## src/rtl/coax_rx_buffer_if.sv

```systemverilog
// coax_rx_buffer_if: coax_rx side strobes plus host pop/error side of the receive buffer.
// The level signal exists only when COAX_RX_BUFFER_LEVEL_EN is defined.
interface coax_rx_buffer_if #(
   parameter int DEPTH_BITS = 4
);
   logic [9:0] rx_data;
   logic       rx_data_available;
   logic       rx_error;
   logic       rx_read;
   logic       rx_reset;
   logic [9:0] data;
   logic       empty;
   logic       full;
   logic       read;
   logic       error;
   logic [9:0] error_code;
   logic       clear_error;
`ifdef COAX_RX_BUFFER_LEVEL_EN
   logic [DEPTH_BITS:0] level;
`endif

   modport slave (
      input  rx_data, rx_data_available, rx_error, read, clear_error,
`ifdef COAX_RX_BUFFER_LEVEL_EN
      output level,
`endif
      output rx_read, rx_reset, data, empty, full, error, error_code
   );

   modport master (
      output rx_data, rx_data_available, rx_error, read, clear_error,
`ifdef COAX_RX_BUFFER_LEVEL_EN
      input  level,
`endif
      input  rx_read, rx_reset, data, empty, full, error, error_code
   );
endinterface

```

## src/rtl/coax_rx_buffer.sv

```systemverilog
// coax_rx_buffer: drains coax_rx into a DEPTH-entry FIFO (0-cycle head read); full leaves words in coax_rx.
// Sticky error capture with host-commanded coax_rx reset; COAX_RX_BUFFER_LEVEL_EN adds an occupancy output.
module coax_rx_buffer #(
   parameter int DEPTH      = 16,
   parameter int DEPTH_BITS = 4
) (
   input  logic             clk,
   input  logic             reset_n,
   coax_rx_buffer_if.slave  bus
);

   typedef enum logic [2:0] {
      IDLE    = 3'd0,
      POP     = 3'd1,
      SETTLE  = 3'd2,
      ERROR   = 3'd3,
      RECOVER = 3'd4
   } state_t;

   state_t              state_q;
   logic [DEPTH_BITS:0] wr_ptr_q, wr_ptr_d;
   logic [DEPTH_BITS:0] rd_ptr_q, rd_ptr_d;
   logic [9:0]          mem_q [DEPTH];
   logic                rx_read_q;
   logic                rx_reset_q;
   logic                error_q;
   logic [9:0]          error_code_q;
   logic                empty;
   logic                full;
   logic                push;
   logic                pop;

   // Extra pointer MSB separates full (MSBs differ) from empty (pointers equal).
   assign empty = (wr_ptr_q == rd_ptr_q);
   assign full  = (wr_ptr_q[DEPTH_BITS] != rd_ptr_q[DEPTH_BITS]) &&
                  (wr_ptr_q[DEPTH_BITS-1:0] == rd_ptr_q[DEPTH_BITS-1:0]);

   // full is from registered pointers, so a same-cycle host pop cannot admit a write.
   assign push = (state_q == IDLE) && !bus.rx_error && bus.rx_data_available && !full;
   assign pop  = bus.read && !empty;

   assign wr_ptr_d = wr_ptr_q + (DEPTH_BITS + 1)'(push);
   assign rd_ptr_d = rd_ptr_q + (DEPTH_BITS + 1)'(pop);

   always_ff @(posedge clk or negedge reset_n) begin
      if (!reset_n) begin
         wr_ptr_q <= '0;
         rd_ptr_q <= '0;
      end else begin
         wr_ptr_q <= wr_ptr_d;
         rd_ptr_q <= rd_ptr_d;
      end
   end

   always_ff @(posedge clk) begin
      if (push) begin
         mem_q[wr_ptr_q[DEPTH_BITS-1:0]] <= bus.rx_data;
      end
   end

   always_ff @(posedge clk or negedge reset_n) begin
      if (!reset_n) begin
         state_q      <= IDLE;
         rx_read_q    <= 1'b0;
         rx_reset_q   <= 1'b0;
         error_q      <= 1'b0;
         error_code_q <= '0;
      end else begin
         case (state_q)
            IDLE: begin
               if (bus.rx_error) begin
                  state_q      <= ERROR;
                  error_q      <= 1'b1;
                  error_code_q <= bus.rx_data;
               end else if (push) begin
                  state_q   <= POP;
                  rx_read_q <= 1'b1;
               end
            end
            POP: begin
               state_q   <= SETTLE;
               rx_read_q <= 1'b0;
            end
            // coax_rx needs a cycle to drop data_available after the strobe.
            SETTLE: begin
               state_q <= IDLE;
            end
            ERROR: begin
               if (bus.clear_error) begin
                  state_q      <= RECOVER;
                  error_q      <= 1'b0;
                  error_code_q <= '0;
                  rx_reset_q   <= 1'b1;
               end
            end
            RECOVER: begin
               state_q    <= IDLE;
               rx_reset_q <= 1'b0;
            end
            default: begin
               state_q    <= IDLE;
               rx_read_q  <= 1'b0;
               rx_reset_q <= 1'b0;
            end
         endcase
      end
   end

`ifdef COAX_RX_BUFFER_LEVEL_EN
   logic [DEPTH_BITS:0] level_q;

   always_ff @(posedge clk or negedge reset_n) begin
      if (!reset_n) begin
         level_q <= '0;
      end else begin
         case ({push, pop})
            2'b10:   level_q <= level_q + 1'b1;
            2'b01:   level_q <= level_q - 1'b1;
            default: level_q <= level_q;
         endcase
      end
   end

   assign bus.level = level_q;
`endif

   assign bus.data       = mem_q[rd_ptr_q[DEPTH_BITS-1:0]];
   assign bus.empty      = empty;
   assign bus.full       = full;
   assign bus.rx_read    = rx_read_q;
   assign bus.rx_reset   = rx_reset_q;
   assign bus.error      = error_q;
   assign bus.error_code = error_code_q;

endmodule

```

## src/flat_wrapper.sv

```systemverilog
// flat-port wrapper written by rule: the top's interface ports become plain ports
module coax_rx_buffer_flat 
#(
   parameter int DEPTH      = 16,
   parameter int DEPTH_BITS = 4
)
  (clk, reset_n, bus_rx_data, bus_rx_data_available, bus_rx_error, bus_read, bus_clear_error, bus_rx_read, bus_rx_reset, bus_data, bus_empty, bus_full, bus_error, bus_error_code);
  coax_rx_buffer_if #(.DEPTH_BITS(DEPTH_BITS)) bus_i ();
  input  logic clk;
  input  logic reset_n;
  input wire logic [$bits(bus_i.rx_data)-1:0] bus_rx_data;
  input wire logic [$bits(bus_i.rx_data_available)-1:0] bus_rx_data_available;
  input wire logic [$bits(bus_i.rx_error)-1:0] bus_rx_error;
  input wire logic [$bits(bus_i.read)-1:0] bus_read;
  input wire logic [$bits(bus_i.clear_error)-1:0] bus_clear_error;
  output wire logic [$bits(bus_i.rx_read)-1:0] bus_rx_read;
  output wire logic [$bits(bus_i.rx_reset)-1:0] bus_rx_reset;
  output wire logic [$bits(bus_i.data)-1:0] bus_data;
  output wire logic [$bits(bus_i.empty)-1:0] bus_empty;
  output wire logic [$bits(bus_i.full)-1:0] bus_full;
  output wire logic [$bits(bus_i.error)-1:0] bus_error;
  output wire logic [$bits(bus_i.error_code)-1:0] bus_error_code;
  assign bus_i.rx_data = bus_rx_data;
  assign bus_i.rx_data_available = bus_rx_data_available;
  assign bus_i.rx_error = bus_rx_error;
  assign bus_i.read = bus_read;
  assign bus_i.clear_error = bus_clear_error;
  assign bus_rx_read = bus_i.rx_read;
  assign bus_rx_reset = bus_i.rx_reset;
  assign bus_data = bus_i.data;
  assign bus_empty = bus_i.empty;
  assign bus_full = bus_i.full;
  assign bus_error = bus_i.error;
  assign bus_error_code = bus_i.error_code;
  coax_rx_buffer #(.DEPTH(DEPTH), .DEPTH_BITS(DEPTH_BITS)) u_core (.clk(clk), .reset_n(reset_n), .bus(bus_i));
endmodule
```

## config.mk

```make
export PLATFORM = sky130hd
export DESIGN_NAME = coax_rx_buffer_flat
export DESIGN_NICKNAME = d
export VERILOG_FILES = /design/src/rtl/coax_rx_buffer_if.sv /design/src/rtl/coax_rx_buffer.sv /design/src/flat_wrapper.sv
export SDC_FILE = /design/constraint.sdc
export NUM_CORES = 1
export LEC_CHECK = 0
export CORE_UTILIZATION = 38
export CTS_BUF_LIST = sky130_fd_sc_hd__clkbuf_4
export CTS_CLUSTER_DIAMETER = 200
export DETAILED_ROUTE_END_ITERATION = 7
export SLEW_MARGIN = 20
export SYNTH_ARGS = -nofsm -noshare
export SYNTH_HDL_FRONTEND = slang
export SYNTH_SLANG_ARGS = --single-unit
```

## constraint.sdc

```tcl
create_clock -name clk -period 2.2 [get_ports clk]
set_input_delay 0.44 -clock clk [delete_from_list [all_inputs] [get_ports clk]]
set_output_delay 0.44 -clock clk [all_outputs]
set_load 0.05 [all_outputs]
```

==> results.rst <==
.. list-table::
   :header-rows: 1

   * - Metric
     - Value
   * - Crit path required time
     - 1.76 ns
   * - Setup violations, final
     - 172
   * - Number of nets at the end of the flow
     - 527
   * - Sequential area share after synthesis
     - 73.2%
   * - Drc violations
     - 0
   * - Most common cell after layout, fill and taps aside
     - edfxtp_1
   * - Post-synthesis to final-layout area growth
     - 24.4%
   * - Yosys warning total
     - 0
   * - CP cell instances
     - buf_12, buf_12, mux4_2, mux2i_1, o21ai_2, buf_12
   * - Antenna violations before repair
     - 1
   * - Hold Crit Class
     - in -> async
   * - Area share of the largest cell type after synthesis
     - 64.4%
   * - Maximum VDD drop
     - 0.000759 V
   * - R2r startpoint
     - u_core.rd_ptr_q[0]
   * - Reg-to-reg endpoint
     - u_core.mem_q[5][3]
   * - Overall power
     - 0.0122 W
   * - Status
     - finished with violations
   * - Core region area
     - 19000 um2
   * - Relative max-transition margin
     - 58.0%
   * - Actual slew at the worst max-slew pin
     - 0.627 ns
   * - Final min period
     - 2.83 ns
   * - Total cell area at the placement stage
     - 8700 um2
   * - Clock Latency Late Sink
     - 0.57 ns
   * - Asr flop ratio synth
     - 14.0%
   * - Setup slack of the critical path after layout
     - -0.625 ns
   * - Detailed placer's ending HPWL
     - 11000 um
   * - Die extent in x
     - 142 um
   * - TritonCTS buffer count
     - 17
   * - Die height
     - 142 um
   * - Number of hold violations in the final report
     - 0
   * - Max Clock Freq
     - 354 MHz
   * - Maximum count of clock buffers along a single path
     - 2
   * - Cell type with the largest total area after synthesis
     - edfxtp_1
   * - CP max FO
     - 8
   * - Pin count of the biggest net entering global routing
     - 27
   * - Cells on worst reg2reg path
     - 12
   * - Effective utilization at floorplan
     - 39.3%
   * - Post-synthesis instance total
     - 404
   * - Total via count in the routed design
     - 4038
   * - Clock-pin slew on the worst setup and hold paths
     - 0.15 ns
   * - Number of optimization iterations in the first detailed-route pass
     - 5
   * - Filler Cells Inserted
     - 1558
   * - Vias in the first global route
     - 4061
   * - Detailed Route WL
     - 16700 um
   * - Number of max-slew violations in the final report
     - 0
   * - Delay contributed by the slowest stage of the critical path
     - 0.54 ns
   * - Post-detailed-route count of antenna-violating nets
     - 0
   * - Clock Skew
     - 0.0223 ns
   * - Commonest non-fill, non-tap cells in the layout
     - edfxtp_1, buf_4, mux4_2, mux2i_1
   * - PwrDens
     - 1310 nW/um2
   * - CTS Root Cell
     - clkbuf_4
   * - Area taken by flip-flops and latches
     - 5460 um2
   * - Setup crit end kind
     - primary output
   * - Number of primary I/O pins
     - 41
   * - TritonCTS clock tree
     - yes
   * - Fraction of layout cells with a size suffix above 1
     - 33.3%
   * - Number of enable-type register cells in the synthesized netlist
     - 160
   * - Cell with the largest stage delay on the worst path
     - mux4_2
   * - Post-Syn Area per Cell
     - 18.5 um2
   * - Total track usage
     - 17.7%
   * - Data arrival at the endpoint of the critical path
     - 2.39 ns
   * - Most frequent cell on the critical path
     - buf_12
   * - Share of the clock period used by the worst path after layout
     - 128%
   * - Total Negative Setup Slacks
     - -34.84 ns
   * - Mapped cell area
     - 7460 um2
   * - Placement Rows
     - 50
   * - Violated checks
     - setup timing
   * - Placed Cells
     - 736
   * - TritonCTS Sinks
     - 186
   * - Area of all placed cells without fillers
     - 9270 um2
   * - Synth cell types
     - 40
   * - Crit path launch type
     - flop
   * - Worst R2R Setup Slack
     - -0.23 ns
   * - WL per Instance
     - 21.4 um
   * - Unrepaired setup endpoints after global routing
     - true
   * - Top cells by area, synth
     - edfxtp_1, mux4_2, dfrtp_1
   * - Maximum level of the CTS H-tree
     - 4
   * - Number of nets in the synthesized netlist
     - 424
   * - Wire length of the first global-routing pass
     - 25000 um
   * - Critical Setup Path Class
     - reg -> out
   * - # Max-Cap Violations
     - 0
   * - Vias per cell
     - 5.18
   * - IO buf count
     - 40
   * - Leakage Power
     - 3.24 nW
   * - Final Instance Count excl. Fillers
     - 780
   * - Post-synth top flop
     - edfxtp_1
   * - First DRT Iteration DRCs
     - 394
   * - Global route total overflow
     - 0
   * - Total of flip-flops plus latches after synthesis
     - 186
   * - Area used by multi-input combinational logic
     - 2000 um2
   * - Die Area
     - 20200 um2
   * - Routability-driven placement congestion ratio
     - 0.772
   * - Final design utilization
     - 48.9%
-- synth_stat cells, types with 2 or more instances --
library cell  count
edfxtp_1        160
mux2i_1          30
mux4_2           30
dfrtp_1          26
nand2_1          23
nor2_1           19
o21ai_0          12
o21ai_1          11
a22oi_1          10
a32oi_1          10
buf_2             8
xnor2_1           8
inv_1             6
nand3_1           6
clkbuf_1          4
ha_1              4
buf_1             3
buf_4             3
clkbuf_8          3
a21oi_1           2
nand3b_1          2
nor2b_1           2
nor3_2            2
nor4_2            2
o211ai_4          2
xor2_1            2
-- timing repair --
| action | CTS | global route |
|---|---|---|
| pin swaps | 4 | 6 |
| setup endpoints to repair | 26 | 142 |
| cloned | 1 | 2 |
| endpoints found under the hold margin | 0 | 0 |
| hold buffers | 0 | 0 |
| resized for setup | 28 | 22 |
| setup buffers | 6 | 7 |
-- worst max-delay path by stage --
stage	from	end	slack [ns]	cells past startpoint
3_5_place_dp	bus_rx_data_available	u_core.mem_q[8][9]	-0.22	6
4_1_cts	u_core.rd_ptr_q[0]	bus_data[7]	-0.69	6
5_1_grt	u_core.rd_ptr_q[0]	bus_data[5]	-0.78	6
3_3_place_gp	bus_rx_data_available	u_core.mem_q[8][5]	-0.20	6
6_report	u_core.rd_ptr_q[0]	bus_data[7]	-0.63	6
2_1_floorplan	u_core.state_q[2]	u_core.mem_q[10][0]	0.06	4
-- area by class of cell --
| type | instances | area share [%] |
|---|---|---|
| timing repair buffer | 106 | 12.9 |
| antenna | 1 | 0.0270 |
| clock buffer | 19 | 1.54 |
| inverter | 6 | 0.243 |
| multi-input combinational | 190 | 21.6 |
| sequential | 186 | 58.9 |
| tap | 260 | 3.51 |
| clock inverter | 12 | 1.36 |
-- stage by stage --
stage,hold slack (ns),setup slack (ns)
4_1_cts,0.193,-0.687
3_5_place_dp,0.481,-0.217
6_report,0.231,-0.625
3_3_place_gp,0.484,-0.196
2_1_floorplan,0.144,0.0589
5_1_grt,0.205,-0.775
-- flip-flops by register name, summed over array words and instances, names as in the netlist --
register               flops
u_core.mem_q             160
u_core.bus.error_code     10
u_core.rd_ptr_q            5
u_core.wr_ptr_q            5
u_core.state_q             3
u_core.bus.error           1
u_core.bus.rx_read         1
u_core.bus.rx_reset        1
-- kinds of logic after synthesis --
group                    after synthesis  share of synthesized area, %
adder cells (fa/ha/maj)                4                         0.671
AO/OA/AOI/OAI                         50                          4.71
AND/OR/NAND/NOR                       65                          4.78
buffers and inverters                 28                          2.20
multiplexers                          60                          13.1
XOR/XNOR                              11                          1.39
flip-flops                           186                          73.2
-- report_power, final --
| group | switching [W] | internal, W | leakage (nW) | total [W] |
|---|---|---|---|---|
| registers | 0.000286 | 0.00412 | 1.76 | 0.00440 |
| clock network | 0.00108 | 0.000685 | 0.130 | 0.00177 |
| logic | 0.00330 | 0.00269 | 1.35 | 0.00599 |
| total | 0.00467 | 0.00749 | 3.24 | 0.0122 |
-- worst max-delay path, delay by kind of cell (launching register included) --
kind                   cells  cell delay (ns)
multiplexers               2             0.74
buffers and inverters      3             0.47
flip-flops                 1             0.50
AO/OA/AOI/OAI              1             0.11
-- per-layer routing --
layer	up-vias	track usage [%]	share of wire, %	wire length, um
li1	1808	-	-	-
met1	2068	25.0	46	7600
met2	151	27.3	48	8020
met3	11	4.21	5.4	905
met4	0	4.87	0.79	132
met5	-	0	0	0
No activity file was read; power rests on OpenSTA's default activity.
==> RTL change 1 (same flow settings) <==
`DEPTH_BITS` is set to 4 in 3 places; all go to 8.
--- a/src/rtl/coax_rx_buffer_if.sv
+++ b/src/rtl/coax_rx_buffer_if.sv
@@ -3,3 +3,3 @@
 interface coax_rx_buffer_if #(
-   parameter int DEPTH_BITS = 4
+   parameter int DEPTH_BITS = 8
 );
--- a/src/rtl/coax_rx_buffer.sv
+++ b/src/rtl/coax_rx_buffer.sv
@@ -4,3 +4,3 @@
    parameter int DEPTH      = 16,
-   parameter int DEPTH_BITS = 4
+   parameter int DEPTH_BITS = 8
 ) (
--- a/src/flat_wrapper.sv
+++ b/src/flat_wrapper.sv
@@ -4,3 +4,3 @@
    parameter int DEPTH      = 16,
-   parameter int DEPTH_BITS = 4
+   parameter int DEPTH_BITS = 8
 )
Behaviour: no difference found for any inputs over 10 cycles, from zero or initial values and one cycle with reset_n low; that may be too few to reach the edited logic, so the function may still have changed.
==> RTL change 1 against the original RTL <==
- the flow still finishes with violations (negative setup slack)
- wire length increased by 14%
- design area increased by 14%
- sequential cell count increased by 8
- via count increased by 13%
- worst setup slack got worse by 0.023 ns
- power increased by 7.7%
- area after synthesis increased by 3.6%
- die area increased by 3.6%
- largest power group unchanged
==> RTL change 1: results (changes against the original RTL) <==
status complete, but fails checks; flop-to-flop setup slack -0.54 ns (-0.31 ns); First DRT Iteration DRCs 373 (-5.3%); CP endpoint bus_data[5]; crit path max fanout 5 (-3); Tot GR Track Use 0.1862 (+0.009473); GP Congestion 0.7897 (+2.3%); Syn Nets 475 (+12%); skew final 0.02209 ns (-0.0001900 ns); Slew @ Worst Pin 0.7086 ns (+0.08119 ns); WP data arrival 2.41 ns (+0.02 ns); synth top area cells edfxtp_1 (62%), dfrtp_1 (11%), mux4_2 (5.8%); global-route wire length before repair 27370 um (+9.3%); commonest cells in the netlist edfxtp_1 (160), mux2i_1 (40), nand2_1 (38), dfrtp_1 (34), o21ai_0 (22); fraction of registers with async set/reset 0.1753 (+0.03547); pin count of the biggest net entering global routing 35 (+30%); R2R depth 14 (+2); Seq/Total Area, Yosys 0.7320 (about the same); number of global-route vias before repair 4544 (+12%); failing checks negative setup slack; maximum vdd ir drop 0.7862 mV (+3.5%); max FFs per register 160 (unchanged); Post-Place Worst Slack -0.1178 ns (+0.09908 ns); # setup viols final 184 (+7.0%); final setup margin -0.6484 ns (-0.02329 ns); fillers 1508 (-3.2%); Setup TNS -65.34 ns (-30.50 ns); DP Area 8912 um^2 (+2.4%); unique cell type count in the Yosys netlist 38 (-5.0%); wire length per cell 21.68 um (+1.5%); detailed placer's ending HPWL 10770 um (-1.9%); Vias/cell 5.244 (+1.3%); Crit Reg-Reg Endpoint u_core.mem_q[7][1]; LEAKAGE 0.003959 uW (+22%); layout cells sized above 1 0.4003 (+0.06700); Final nets 614 (+17%)
RTL change 1: final cells by class:
type,instances,area [um^2],share of cell area
tap,265,331.6,0.03134
multi-input combinational,233,2521,0.2383
clock buffer,17,127.6,0.01206
inverter,4,15.01,0.001419
timing repair buffer,144,1748,0.1652
antenna,1,2.502,0.0002365
sequential,194,5659,0.5349
clock inverter,15,173.9,0.01644
RTL change 1: metal layers:
| metal | global-route usage | wire (um) | up-vias |
|---|---|---|---|
| met5 | 0 | 0 | - |
| met4 | 0.05152 | 257 | 0 |
| met1 | 0.2422 | 7853 | 2350 |
| met2 | 0.3203 | 9812 | 122 |
| met3 | 0.03212 | 1007 | 25 |
| li1 | - | - | 2081 |
RTL change 1: timing repair:
| action | CTS | global route |
|---|---|---|
| resized for setup | 152 | 67 |
| gates cloned | 15 | 5 |
| buffers inserted | 27 | 12 |
| pin swaps | 49 | 42 |
| endpoints found under the setup margin | 193 | 187 |
RTL change 1: cell families after synthesis:
group                      after synthesis  synth area share
and+or+nand+nor                         88           0.05409
adders and majority gates                4          0.006478
xor gates and xnor gates                23           0.02607
muxes                                   60            0.1101
DFF                                    194            0.7320
AOI/OAI and AO/OA                       58           0.05231
buffers and inverters                   28           0.01895
RTL change 1: per-stage QoR:
step | utilization | std cells
floorplan | - | 455
global placement | 0.4520 | 788
detailed placement | 0.4520 | 788
CTS | 0.5160 | 862
global route | 0.5365 | 873
finish | 0.5365 | 873
RTL change 1: how the worst min path moves through the flow:
stage | start | endpoint | slack [ns] | cells after the start
final | reset_n | u_core.state_q[2] | 0.25 | 2
after global routing | reset_n | u_core.bus.rx_reset | 0.24 | 2
after CTS | reset_n | u_core.bus.rx_reset | 0.23 | 2
after detailed placement | u_core.state_q[2] | u_core.state_q[1] | 0.48 | 1
after global placement | u_core.bus.error | u_core.bus.error | 0.47 | 1
after floorplan | reset_n | u_core.bus.error | 0.14 | 0
RTL change 1: power by group:
part           total (uW)  internal, uW  switching, uW
clock                1910           614           1290
combinational        6700          2910           3790
sequential           4500          4270            224
total               13100          7790           5300
RTL change 1: critical path, stage by stage, from the launching register on:
cell      delay, ns
dfrtp_4        0.55
buf_8          0.16
buf_12         0.14
mux2i_4        0.19
a221oi_4       0.36
o21ai_1        0.11
nand2_1        0.12
buf_6          0.17
==> RTL change 2 (config.mk and constraints unchanged) <==
Without the edit above. Encoding of `state_t`: now one-hot (5 bits for 5 states).
--- a/src/rtl/coax_rx_buffer.sv
+++ b/src/rtl/coax_rx_buffer.sv
@@ -11,8 +11,8 @@
 
-   typedef enum logic [2:0] {
-      IDLE    = 3'd0,
-      POP     = 3'd1,
-      SETTLE  = 3'd2,
-      ERROR   = 3'd3,
-      RECOVER = 3'd4
+   typedef enum logic [4:0] {
+      IDLE    = 5'b00001,
+      POP     = 5'b00010,
+      SETTLE  = 5'b00100,
+      ERROR   = 5'b01000,
+      RECOVER = 5'b10000
    } state_t;
Check against the original RTL: no difference found for any inputs over 10 cycles, from zero or initial values and one cycle with reset_n low; not proved beyond that.
==> RTL change 2 against the original RTL <==
- the flow still finishes with violations (negative setup slack)
- wire length rose by 0.37%
- sequential cell count rose by 2
- via count rose by 0.72%
- fmax rose by 3.0%
- area after synthesis rose by 2.2%
- hold slack got worse by 0.0060 ns
- critical path type unchanged
- cell count fell by 1.0%
- worst setup slack improved by 0.082 ns
- synthesized cell count rose by 0.25%
- power rose by 4.3%
- design area rose by 1.4%
- non-clock buffer count fell by 6
==> RTL change 2: results (changes against the original RTL) <==
WP data arrival 2.30 ns (-0.09 ns); Vias/cell 5.268 (+1.8%); Syn Nets 425 (+0.24%); Non-clk bufs 100 (-5.7%); met2 usage 0.2767 (+0.003221); global-route wire length before repair 25080 um (+0.14%); unique cell type count in the Yosys netlist 48 (+20%); failing checks negative setup slack; LEAKAGE 0.003301 uW (+1.8%); ant diodes 0 (-1); comb_multi_in 188 (-1.1%); synth top area cells edfxtp_1 (63%), dfrtp_1 (8.9%), mux4_2 (5.9%); dpl cells 740 (+0.54%); commonest cells in the netlist edfxtp_1 (160), mux2i_1 (31), dfrtp_1 (27), mux4_2 (20), nor2_1 (19); fraction of registers with async set/reset 0.1489 (+0.009151); # setup viols final 12 (-93%); Final nets 519 (-1.5%); Post-CTS Setup Repair Bufs 5 (-1); GP Congestion 0.8036 (+4.1%); Tot GR Track Use 0.1736 (-0.003110); DP Area 8890 um^2 (+2.2%); maximum vdd ir drop 0.7843 mV (+3.3%); status complete, but fails checks; Layout non-clock buf frac 0.1193 (-0.009682); Total Wirelength 16720 um (+0.37%); final setup margin -0.5436 ns (+0.08153 ns); crit path max fanout 12 (+4)
## RTL change 2: changes by cell type after synthesis, moves of 3 or more
| cell | before | now |
|---|---|---|
| o21a_1 | 0 | 3 |
| mux4_1 | 0 | 10 |
| nand2_1 | 23 | 6 |
| buf_6 | 1 | 6 |
| mux4_2 | 30 | 20 |
| clkbuf_8 | 3 | 0 |
| a22o_1 | 0 | 10 |
| o21ai_0 | 12 | 2 |
## RTL change 2: where the power goes
part / switching (uW) / total [uW] / leakage, uW / internal (uW)
Clock: 1070 / 1950 / 0.000155 / 879
Sequential: 298 / 4480 / 0.00179 / 4180
Combinational: 3360 / 6250 / 0.00136 / 2890
## RTL change 2: critical path: cells and delay by family (launching register included)
family                 cells  cell delay [ns]
DFF                        1             0.48
AOI/OAI and AO/OA          2             0.38
muxes                      1             0.53
buffers and inverters      2             0.35
## RTL change 2: kinds of logic (layout without fill, tap and decap cells)
family / Yosys count / count (layout) / share of synthesized area
buffers and inverters: 29 / 131 / 0.02364
multiplexers: 62 / 62 / 0.1358
adder cells (fa/ha/maj): 4 / 4 / 0.006568
XOR/XNOR: 14 / 14 / 0.01609
AND/OR/NAND/NOR: 53 / 53 / 0.04007
AO/OA/AOI/OAI: 55 / 55 / 0.05517
flip-flops: 188 / 188 / 0.7227
## RTL change 2: worst paths after layout
path                                    startpoint                   to  slack (ns)
worst max-delay path            u_core.rd_ptr_q[0]          bus_data[0]       -0.54
worst min register to register    u_core.bus.error     u_core.bus.error        0.50
worst max register to register  u_core.rd_ptr_q[1]   u_core.mem_q[4][0]        0.05
worst min-delay path                       reset_n  u_core.bus.rx_reset        0.23
max in group asynchronous                  reset_n    u_core.state_q[0]        1.67
min in group clk                  u_core.bus.error     u_core.bus.error        0.50
